===== src/rtl/shift_pkg.sv =====
// rtl/shift_pkg.sv - shared op codes, state encoding and default sizes for the iterative shifter
package shift_pkg;

  localparam int WIDTH_DEF = 16;
  localparam int AMT_W_DEF = 4;

  typedef logic [1:0] shift_op_t;

  localparam shift_op_t SH_PASS = 2'b00;
  localparam shift_op_t SH_LSL  = 2'b01;
  localparam shift_op_t SH_LSR  = 2'b10;
  localparam shift_op_t SH_ASR  = 2'b11;

  localparam logic [1:0] ST_IDLE  = 2'd0;
  localparam logic [1:0] ST_SHIFT = 2'd1;
  localparam logic [1:0] ST_DONE  = 2'd2;

endpackage


===== src/rtl/shift_step1.sv =====
// rtl/shift_step1.sv - combinational one-bit shift step returning the next word and the bit shifted out
module shift_step1
  import shift_pkg::*;
#(
  parameter int WIDTH = WIDTH_DEF
) (
  input  logic [WIDTH-1:0] data,
  input  shift_op_t        op,
  output logic [WIDTH-1:0] next_data,
  output logic             shifted_out
);

  always_comb begin
    next_data   = data;
    shifted_out = 1'b0;
    case (op)
      SH_LSL: begin
        next_data   = {data[WIDTH-2:0], 1'b0};
        shifted_out = data[WIDTH-1];
      end
      SH_LSR: begin
        next_data   = {1'b0, data[WIDTH-1:1]};
        shifted_out = data[0];
      end
      SH_ASR: begin
        next_data   = {data[WIDTH-1], data[WIDTH-1:1]};
        shifted_out = data[0];
      end
      default: begin
        next_data   = data;
        shifted_out = 1'b0;
      end
    endcase
  end

endmodule


===== src/rtl/iter_shift_unit.sv =====
// rtl/iter_shift_unit.sv - one-bit-per-clock shift engine with valid/ready in and out; ITER_SHIFT_CARRY_EN adds out_carry
module iter_shift_unit
  import shift_pkg::*;
#(
  parameter int WIDTH = WIDTH_DEF,
  parameter int AMT_W = AMT_W_DEF
) (
  input  logic             clk,
  input  logic             reset_n,
  input  logic             in_valid,
  output logic             in_ready,
  input  logic [WIDTH-1:0] in_data,
  input  shift_op_t        in_op,
  input  logic [AMT_W-1:0] in_amt,
  output logic             out_valid,
  input  logic             out_ready,
  output logic [WIDTH-1:0] out_data,
  output logic             busy
`ifdef ITER_SHIFT_CARRY_EN
  ,
  output logic             out_carry
`endif
);

  localparam logic [AMT_W-1:0] AMT_ONE = AMT_W'(1);

  logic [1:0]       state;
  logic [WIDTH-1:0] work;
  shift_op_t        work_op;
  logic [AMT_W-1:0] count;
  logic [WIDTH-1:0] step_data;
  logic             step_carry;

  shift_step1 #(.WIDTH(WIDTH)) u_step (
    .data        (work),
    .op          (work_op),
    .next_data   (step_data),
    .shifted_out (step_carry)
  );

`ifdef ITER_SHIFT_CARRY_EN
  logic carry;
`else
  logic unused_step_carry;
  assign unused_step_carry = step_carry;
`endif

  // The working register doubles as the result register, so out_data is stable throughout DONE.
  always_ff @(posedge clk) begin
    if (!reset_n) begin
      state   <= ST_IDLE;
      work    <= '0;
      work_op <= SH_PASS;
      count   <= '0;
`ifdef ITER_SHIFT_CARRY_EN
      carry   <= 1'b0;
`endif
    end else begin
      case (state)
        ST_IDLE: begin
          if (in_valid) begin
            work    <= in_data;
            work_op <= in_op;
            count   <= in_amt;
`ifdef ITER_SHIFT_CARRY_EN
            carry   <= 1'b0;
`endif
            if (in_op == SH_PASS || in_amt == '0) begin
              state <= ST_DONE;
            end else begin
              state <= ST_SHIFT;
            end
          end
        end
        ST_SHIFT: begin
          work  <= step_data;
          count <= count - AMT_ONE;
`ifdef ITER_SHIFT_CARRY_EN
          carry <= step_carry;
`endif
          // Leave on the amt-th step so the result is visible amt+1 cycles after accept.
          if (count == AMT_ONE) begin
            state <= ST_DONE;
          end
        end
        ST_DONE: begin
          if (out_ready) begin
            state <= ST_IDLE;
          end
        end
        default: state <= ST_IDLE;
      endcase
    end
  end

  assign in_ready  = (state == ST_IDLE);
  assign busy      = (state != ST_IDLE);
  assign out_valid = (state == ST_DONE);
  assign out_data  = work;
`ifdef ITER_SHIFT_CARRY_EN
  assign out_carry = carry;
`endif

endmodule

===== config.mk =====
export PLATFORM = sky130hd
export DESIGN_NAME = iter_shift_unit
export DESIGN_NICKNAME = d
export VERILOG_FILES = /design/src/rtl/shift_pkg.sv /design/src/rtl/shift_step1.sv /design/src/rtl/iter_shift_unit.sv
export SDC_FILE = /design/constraint.sdc
export NUM_CORES = 1
export LEC_CHECK = 0
export BUFFER_PORTS_ARGS = -buffer_cell sky130_fd_sc_hd__buf_2
export CAP_MARGIN = 20
export CORE_MARGIN = 2
export CORE_UTILIZATION = 45
export CTS_CLUSTER_DIAMETER = 200
export DETAILED_ROUTE_END_ITERATION = 16
export GPL_TIMING_DRIVEN = 0
export PLACE_DENSITY = 0.81
export SETUP_SLACK_MARGIN = 0.2
export SLEW_MARGIN = 15
export SYNTH_ARGS = -nofsm -noshare
export SYNTH_HDL_FRONTEND = slang
export SYNTH_SLANG_ARGS = --single-unit

===== constraint.sdc =====
create_clock -name clk -period 2.2 [get_ports clk]
set_clock_uncertainty 0.15 [all_clocks]
set_input_delay 0.44 -clock clk [delete_from_list [all_inputs] [get_ports clk]]
set_output_delay 0.44 -clock clk [all_outputs]
set_load 0.02 [all_outputs]

==> qor.yml, run 1 <==
totalNegativeSetupSlack_ns: 0
antenna_found_initial: 0
synth_area_um2: 1590
die_h_um: 63.4
die_x_um: 63.4
clock.fmax_ghz: 0.532
report.final.slew_viol_count: 0
p_leak_uw: 0.000790
area_growth_pct: 20.0
grt_start_max_net_pins: 14
core_um2: 3360
synthCells: 183
wirelength_um: 3990
clockRootBuffer: "clkbuf_4"
synth_top_cell_by_area: "dfxtp_1"
yosys-top-cells-count: "24 x dfxtp_1, 15 x nand2_1, 14 x o32ai_1, 13 x a211oi_1, 12 x o21ai_0"
finalHoldViolCount: 0
synth_edf_count: 0
viasPerCell: 5.78
clock-sinks: 24
tightestPinTransition_ns: 0.586
synth.top_cell.area_share: 0.302
fillers: 331
power.density_nw_per_um2: 706
required_ns: 2.28
status: "finished clean"
setup_viol: 0
cts_buffer_depth: 2
yosysWarnings: 0
synthTopCellsByArea: "dfxtp_1 30%, o32ai_1 7.7%, o211ai_2 7.1%, a211oi_1 6.1%, ha_1 5.5%"
min_period_ns: 1.88
hp-class: "input pin to register"
hp-start: "in_op[1]"
cts_tree: "yes"
gp_congestion: 0.800
cts_hold_buffers: 0
ant_nets: 0
async_flop_share: 0
rrSetupSlack_ns: 0.32
max_slew_margin: 0.609
numCtsBuffers: 3
irDropWorstVdd_uv: 255
crit_arrival_ns: 1.96
initial_utilization: 0.473
layout.nets: 264
portBuffers: 43
num_vias: 1594
post-cts-setup-buffers: 0
insertion_delay_ns: 0.32
grtUsageTotal: 0.202
yosysMostFrequentCell: "dfxtp_1"
hpwl_um: 2960
drc: 0
overflow: 0
yosysSeqAreaShare: 0.302
num_rows: 21
cts.htree.levels: 1
hold_depth: 3
placed_cells: 272
ys.flop_type: "dfxtp_1"
crit_chain: "inv_1 > ha_1 > or4b_4 > buf_6 > o211ai_2 > o32ai_1"
final_cells: 276
grt_pass1_wl_um: 6600
cp_max_fo: 10
drt_iter0_markers: 89
start_kind: "register"
clkTransAtPathRegs_ns: 0.15
fin_crit_sh: 0.854
slowest_delay_ns: 0.51
syn_avg_cell_area_um2: 8.69
antennaDiodeCount: 0
grt_pass1_vias: 1394
drive_above_1_share: 0.348
synthDistinctLibCells: 43
ys_ff_latch: 24
r2r_end: "out_data[7]"
crit_slowest_cell: "or4b_4"
holdPathEnd: "work_op[1]"
synth_fp_nets: 216
io_pins: 45
rsz0062_at_grt: "false"
worst_r2r_startpoint: "work_op[0]"
die_area_um2: 4030
wl_per_cell_um: 14.4
drt-pass1-iter-count: 5
maxCapViolations: 0
cp-end-kind: "register"
path_class: "register to register"
r2r_cells: 6
## report_power, final
group | total (uW) | internal (uW) | switching, uW
logic | 532 | 222 | 310
registers | 571 | 499 | 72.1
clock network | 243 | 101 | 142
total | 1350 | 822 | 524
## cell type report
| cell class | instances | area [um2] | area share |
|---|---|---|---|
| plain buffers | 17 | 111 | 0.0584 |
| clock buffers | 4 | 36.3 | 0.0190 |
| inverters | 8 | 30.0 | 0.0157 |
| multi-input cells | 134 | 975 | 0.511 |
| flip-flops and latches | 24 | 483 | 0.253 |
| well taps | 46 | 57.6 | 0.0302 |
| repair buffers | 43 | 215 | 0.113 |
## how the worst max path moves through the flow
| stage | endpoint | from | cells after the start |
|---|---|---|---|
| after floorplan | out_data[10] | work_op[0] | 6 |
| after global placement | out_data[6] | work_op[0] | 6 |
| after detailed placement | out_data[5] | work_op[0] | 6 |
| after CTS | out_data[1] | work_op[0] | 6 |
| after global routing | out_data[9] | work_op[1] | 5 |
| final | out_data[7] | work_op[0] | 6 |
## layout by cell type (no fill, tap or decap), drive strengths merged, types with 10 or more instances in the layout
cell / synthesis / routed
dfxtp: 24 / 24
buf: 12 / 54
nand2: 15 / 15
o21ai: 12 / 12
clkbuf: 5 / 10
nor2: 11 / 11
a211oi: 13 / 13
o32ai: 14 / 14
o211ai: 10 / 10
## metrics by stage
step / setup slack [ns] / power, uW / cell area [um2] / hold WS (ns) / util
after global placement: 0.195 / 1100 / 1860 / 0.353 / 0.554
final: 0.322 / 1350 / 1910 / 0.224 / 0.567
after floorplan: 0.382 / 951 / 1590 / 0.339 / -
after detailed placement: 0.166 / 1110 / 1860 / 0.357 / 0.554
after CTS: 0.235 / 1340 / 1900 / 0.223 / 0.565
after global routing: 0.207 / 1430 / 1910 / 0.218 / 0.567
## worst max-delay path, delay by kind of cell, from the launching register on
family	cells	cell delay [ns]
and+or+nand+nor	1	0.51
adders and majority gates	1	0.26
buffers and inverters	2	0.24
AOI/OAI and AO/OA	2	0.24
DFF	1	0.39
## cell families after synthesis
family / synth area share
AO/OA/AOI/OAI: 0.364
adder cells (fa/ha/maj): 0.0551
buffers and inverters: 0.0865
flip-flops: 0.302
multiplexers: 0.0126
AND/OR/NAND/NOR: 0.180
## registers in the layout (all words and copies together) (netlist names)
| name | count |
|---|---|
| count | 4 |
| out_data | 16 |
| state | 2 |
| work_op | 2 |
## what timing repair did
action | CTS | global route
endpoints found under the setup margin | 10 | 14
resized for setup | 1 | 4
hold endpoints to repair | 0 | 0
pin swaps | 0 | 0
## per-layer routing
metal  vias to the layer above  share of wire  track usage
met5                         -              0            0
met4                         0          0.013       0.0571
met3                         5          0.058       0.0250
met2                        51           0.46        0.328
met1                       735           0.47        0.281
li1                        803              -            -
(Power assumes the default switching activity.)
==> run 2: changes to the inputs <==
--- a/config.mk
+++ b/config.mk
@@ -12,7 +12,7 @@
 export CTS_CLUSTER_DIAMETER = 200
 export DETAILED_ROUTE_END_ITERATION = 16
 export GPL_TIMING_DRIVEN = 0
-export PLACE_DENSITY = 0.81
+export PLACE_DENSITY = 0.71
 export SETUP_SLACK_MARGIN = 0.2
 export SLEW_MARGIN = 15
 export SYNTH_ARGS = -nofsm -noshare
==> qor.yml, run 2 (synthesized netlist as in run 1, its figures left out) <==
grt_pass1_vias: 1444  # +3.6%
report.final.slew_viol_count: 0  # unchanged
cts.htree.levels: 1  # unchanged
ant_nets: 0  # unchanged
die_area_um2: 4030  # unchanged
rrSetupSlack_ns: 0.28  # -0.04 ns
dpl_cell_area_um2: 1860  # unchanged
min_period_ns: 1.92  # +0.0389 ns
totalNegativeSetupSlack_ns: 0  # unchanged
crit_arrival_ns: 1.99  # +0.03 ns
antenna_found_initial: 0  # unchanged
maxCapViolations: 0  # unchanged
die_h_um: 63.4  # unchanged
core_um2: 3360  # unchanged
grt_pass1_wl_um: 6870  # +4.1%
tightestPinTransition_ns: 0.624  # +0.0382 ns
fin_crit_sh: 0.872  # +0.0177
crit_chain: "inv_1 > ha_1 > or4b_4 > buf_6 > o211ai_2 > o32ai_1"
path_class: "register to register"
finalPower_uw: 1440  # +6.7%
hpwl_um: 3060  # +3.3%
worst_r2r_startpoint: "work_op[0]"
finalHoldViolCount: 0  # unchanged
clockRootBuffer: "clkbuf_4"
grtUsageTotal: 0.211  # +0.00959
drt_iter0_markers: 106  # +19%
clock-sinks: 24  # unchanged
cts_buffer_depth: 2  # unchanged
area_growth_pct: 21.2
final_common_cell: "buf_2"
irDropWorstVdd_uv: 329  # +29%
antennaDiodeCount: 0  # unchanged
setup_viol: 0  # unchanged
status: "finished clean"
cp-end-kind: "register"
portBuffers: 43  # unchanged
rsz0062_at_grt: "false"
num_rows: 21  # unchanged
viasPerCell: 5.74  # -0.63%
overflow: 0  # unchanged
hp-class: "input pin to register"
max_slew_margin: 0.583  # -0.0255
cts_hold_buffers: 0  # unchanged
insertion_delay_ns: 0.33  # about the same
r2r_end: "out_data[4]"
largest_reg_flops: 16  # unchanged
layout.nets: 264  # unchanged
start_kind: "register"
io_pins: 45  # unchanged
stdcell_area_um2: 1930  # +0.98%
most-common-layout-cells: "47 x buf_2, 22 x dfxtp_1, 15 x nand2_1"
grt_start_max_net_pins: 15  # +1
clkTransAtPathRegs_ns: 0.14  # about the same
drt-pass1-iter-count: 4  # -1
die_x_um: 63.4  # unchanged
cp_max_fo: 10  # unchanged
num_vias: 1584  # -0.63%
cts_tree: "yes"
numCtsBuffers: 3  # unchanged
wirelength_um: 4190  # +5.0%
p_leak_uw: 0.000794  # +0.54%
clock.fmax_ghz: 0.522  # -2.0%
drive_above_1_share: 0.352  # +0.00435
hp-start: "in_op[1]"
crit_slowest_cell: "or4b_4"
slowest_delay_ns: 0.52  # about the same
drc: 0  # unchanged
power.density_nw_per_um2: 745  # +5.6%
hold_depth: 3  # unchanged
required_ns: 2.28  # about the same
holdPathEnd: "work_op[1]"
r2r_cells: 6  # unchanged
wl_per_cell_um: 15.2  # +5.0%
initial_utilization: 0.473  # unchanged
gp_congestion: 0.815  # +1.9%
run 2: changes by cell type in the layout (fill, tap and decap cells not counted), sizes merged:
cell,before,now
clkbuf,10,9
bufinv,0,1
run 2: worst max-delay path, delay by kind of cell (launching register included):
family	cells	cell delay [ns]
flops	1	0.40
fa+ha+maj	1	0.27
buf+inv	2	0.24
compound gates	2	0.25
simple gates	1	0.52
run 2: per-layer routing:
layer / vias to the layer above / GRT usage / wire length, um
li1: 797 / - / -
met1: 722 / 0.307 / 2010
met2: 59 / 0.322 / 1840
met3: 6 / 0.0321 / 289
met4: 0 / 0.0625 / 51
met5: - / 0 / 0
run 2: layout make-up:
| class | instances | area, um2 |
|---|---|---|
| Clock inverter | 1 | 30.0 |
| Tap cell | 46 | 57.6 |
| Buffer | 17 | 111 |
| Inverter | 8 | 30.0 |
| Timing Repair Buffer | 43 | 215 |
| Clock buffer | 3 | 22.5 |
| Multi-Input combinational cell | 134 | 977 |
| Sequential cell | 24 | 483 |
| Fill cell | 360 | 1440 |
run 2: worst max path at each step:
stage,start,end,cells past startpoint
final,work_op[0],out_data[4],6
after global routing,work_op[0],out_data[4],6
after detailed placement,work_op[0],out_data[7],6
after global placement,work_op[0],out_data[9],6
after floorplan,work_op[0],out_data[10],6
after CTS,work_op[0],out_data[7],6
run 2: stage by stage:
stage | util | instances | hold slack, ns | setup slack (ns)
2_1_floorplan | - | 183 | 0.339 | 0.382
3_3_place_gp | 0.554 | 272 | 0.356 | 0.198
3_5_place_dp | 0.554 | 272 | 0.359 | 0.138
4_1_cts | 0.570 | 276 | 0.220 | 0.218
5_1_grt | 0.573 | 276 | 0.204 | 0.206
6_report | 0.573 | 276 | 0.201 | 0.283
run 2: repair_timing:
item / CTS / global route
pin swaps: 0 / 0
resized for setup: 1 / 5
buffers inserted: 0 / 0
endpoints found under the setup margin: 10 / 15
run 2: report_power, final:
part           switching [uW]  internal [uW]  leakage [uW]  total, uW
clock network             147            184     0.0000279        331
logic                     310            221      0.000567        531
registers                74.5            499      0.000199        574
total                     531            905      0.000794       1440
==> run 3: changes to the inputs <==
--- a/config.mk
+++ b/config.mk
@@ -17,4 +17,5 @@
 export SLEW_MARGIN = 15
 export SYNTH_ARGS = -nofsm -noshare
 export SYNTH_HDL_FRONTEND = slang
+export SYNTH_HIERARCHICAL = 1
 export SYNTH_SLANG_ARGS = --single-unit
==> qor.yml, run 3 <==
required_ns: 1.61  # -0.67 ns
crit_arrival_ns: 1.29  # -0.70 ns
max_slew_margin: 0.624  # +0.0413
largest_reg_flops: 16  # unchanged
numCtsBuffers: 3  # unchanged
crit_slowest_cell: "dfxtp_1"
start_kind: "register"
viasPerCell: 5.36  # -6.6%
min_period_ns: 1.88  # -0.0368 ns
crit_chain: "buf_6 > or2_4 > inv_1 > buf_2"
final_common_cell: "buf_2"
die_h_um: 63.3  # -0.25%
antennaDiodeCount: 0  # unchanged
most-common-layout-cells: "50 x buf_2, 48 x nand2_1, 25 x nor2_1"
cp_max_fo: 10  # unchanged
maxCapViolations: 0  # unchanged
cp-end-kind: "output pin"
rsz0062_at_grt: "false"
layout.nets: 271  # +2.7%
cts_resized: 0  # -1
insertion_delay_ns: 0.33  # about the same
pre_cts_ws_ns: 0.576  # +0.438 ns
wirelength_um: 3860  # -7.9%
regArea_um2: 480  # -0.52%
grt_pass1_wl_um: 6410  # -6.7%
wl_met3_um: 206  # -29%
report.final.slew_viol_count: 0  # unchanged
wl_per_cell_um: 13.4  # -12%
core_um2: 3360  # unchanged
cts_hold_buffers: 0  # unchanged
drc: 0  # unchanged
layout_setup_ws_ns: 0.319  # +0.0368 ns
grt_start_max_net_pins: 15  # unchanged
totalNegativeSetupSlack_ns: 0  # unchanged
clock-sinks: 24  # unchanged
clockRootBuffer: "clkbuf_4"
cts.htree.levels: 1  # unchanged
drive_above_1_share: 0.302  # -0.0505
fillers: 360  # unchanged
clock.fmax_ghz: 0.532  # +2.0%
irDropWorstVdd_uv: 473  # +44%
overflow: 0  # unchanged
fin_crit_sh: 0.855  # -0.0167
synthCells: 194  # +6.0%
cts_buffer_depth: 2  # unchanged
synth_area_um2: 1580  # -0.55%
post-cts-setup-buffers: 0  # unchanged
yosysWarnings: 6  # +6
ant_nets: 0  # unchanged
holdWs_ns: 0.206  # +0.00520 ns
met2_wirelength_um: 1810  # -1.7%
multi_input_area_um2: 953  # -2.4%
num_rows: 21  # unchanged
gp_congestion: 0.804  # -1.4%
num_vias: 1544  # -2.5%
hpwl_um: 2740  # -10%
drt_iter0_markers: 86  # -19%
tightestPinTransition_ns: 0.563  # -0.0606 ns
synth_fp_nets: 222  # +2.8%
clkTransAtPathRegs_ns: 0.15  # about the same
p_leak_uw: 0.000828  # +4.2%
drt-pass1-iter-count: 4  # unchanged
hp-class: "input pin to register"
die_x_um: 63.3  # -0.25%
power.density_nw_per_um2: 768  # +3.1%
cts_tree: "yes"
antenna_found_initial: 0  # unchanged
die_area_um2: 4000  # -0.50%
grtUsageTotal: 0.200  # -0.0119
finalHoldViolCount: 0  # unchanged
grt_pass1_vias: 1376  # -4.7%
area_growth_pct: 20.9
slowest_delay_ns: 0.37  # -0.15 ns
portBuffers: 44  # +2.3%
syn_avg_cell_area_um2: 8.15  # -6.2%
top_layer: "met4"
wl_met1_um: 1820  # -9.5%
initial_utilization: 0.470  # -0.00260
setup_viol: 0  # unchanged
path_class: "register to output pin"
io_pins: 45  # unchanged
status: "finished clean"
## run 3: layout make-up
cell class	instances	share of cell area
multi-input combinational	149	0.499
sequential	24	0.251
timing repair buffer	44	0.115
buffer	17	0.0694
tap	46	0.0301
clock inverter	1	0.0157
clock buffer	3	0.0118
inverter	4	0.00785
## run 3: final timing paths
kind,slack [ns],end,start,cells past startpoint
setup / recovery,0.32,in_ready,state[0],4
hold / removal,0.21,out_data[7],in_data[7],3
setup reg to reg,0.68,count[1],state[1],5
hold reg to reg,0.38,work_op[0],work_op[0],2
## run 3: worst max-delay path, delay by kind of cell (launching register included)
kind                   cells  cell delay, ns
buffers and inverters      3            0.35
DFF                        1            0.37
and+or+nand+nor            1            0.26
## run 3: metrics by stage
stage                     instance area, um2  power (uW)   util  cells
after global routing                    1910        1560  0.568    288
after global placement                  1860        1150  0.553    284
after floorplan                         1580         993      -    194
final                                   1910        1470  0.568    288
after detailed placement                1860        1150  0.553    284
after CTS                               1910        1490  0.568    288
## run 3: metal layers
layer / vias to the layer above / track usage
li1: 786 / -
met1: 715 / 0.265
met2: 41 / 0.331
met3: 2 / 0.0393
met4: 0 / 0.0516
met5: - / 0
## run 3: where the power goes
part	internal, uW	switching (uW)	leakage (uW)
sequential	499	76.5	0.000199
combinational	248	321	0.000601
clock	184	141	0.0000279
total	931	538	0.000828
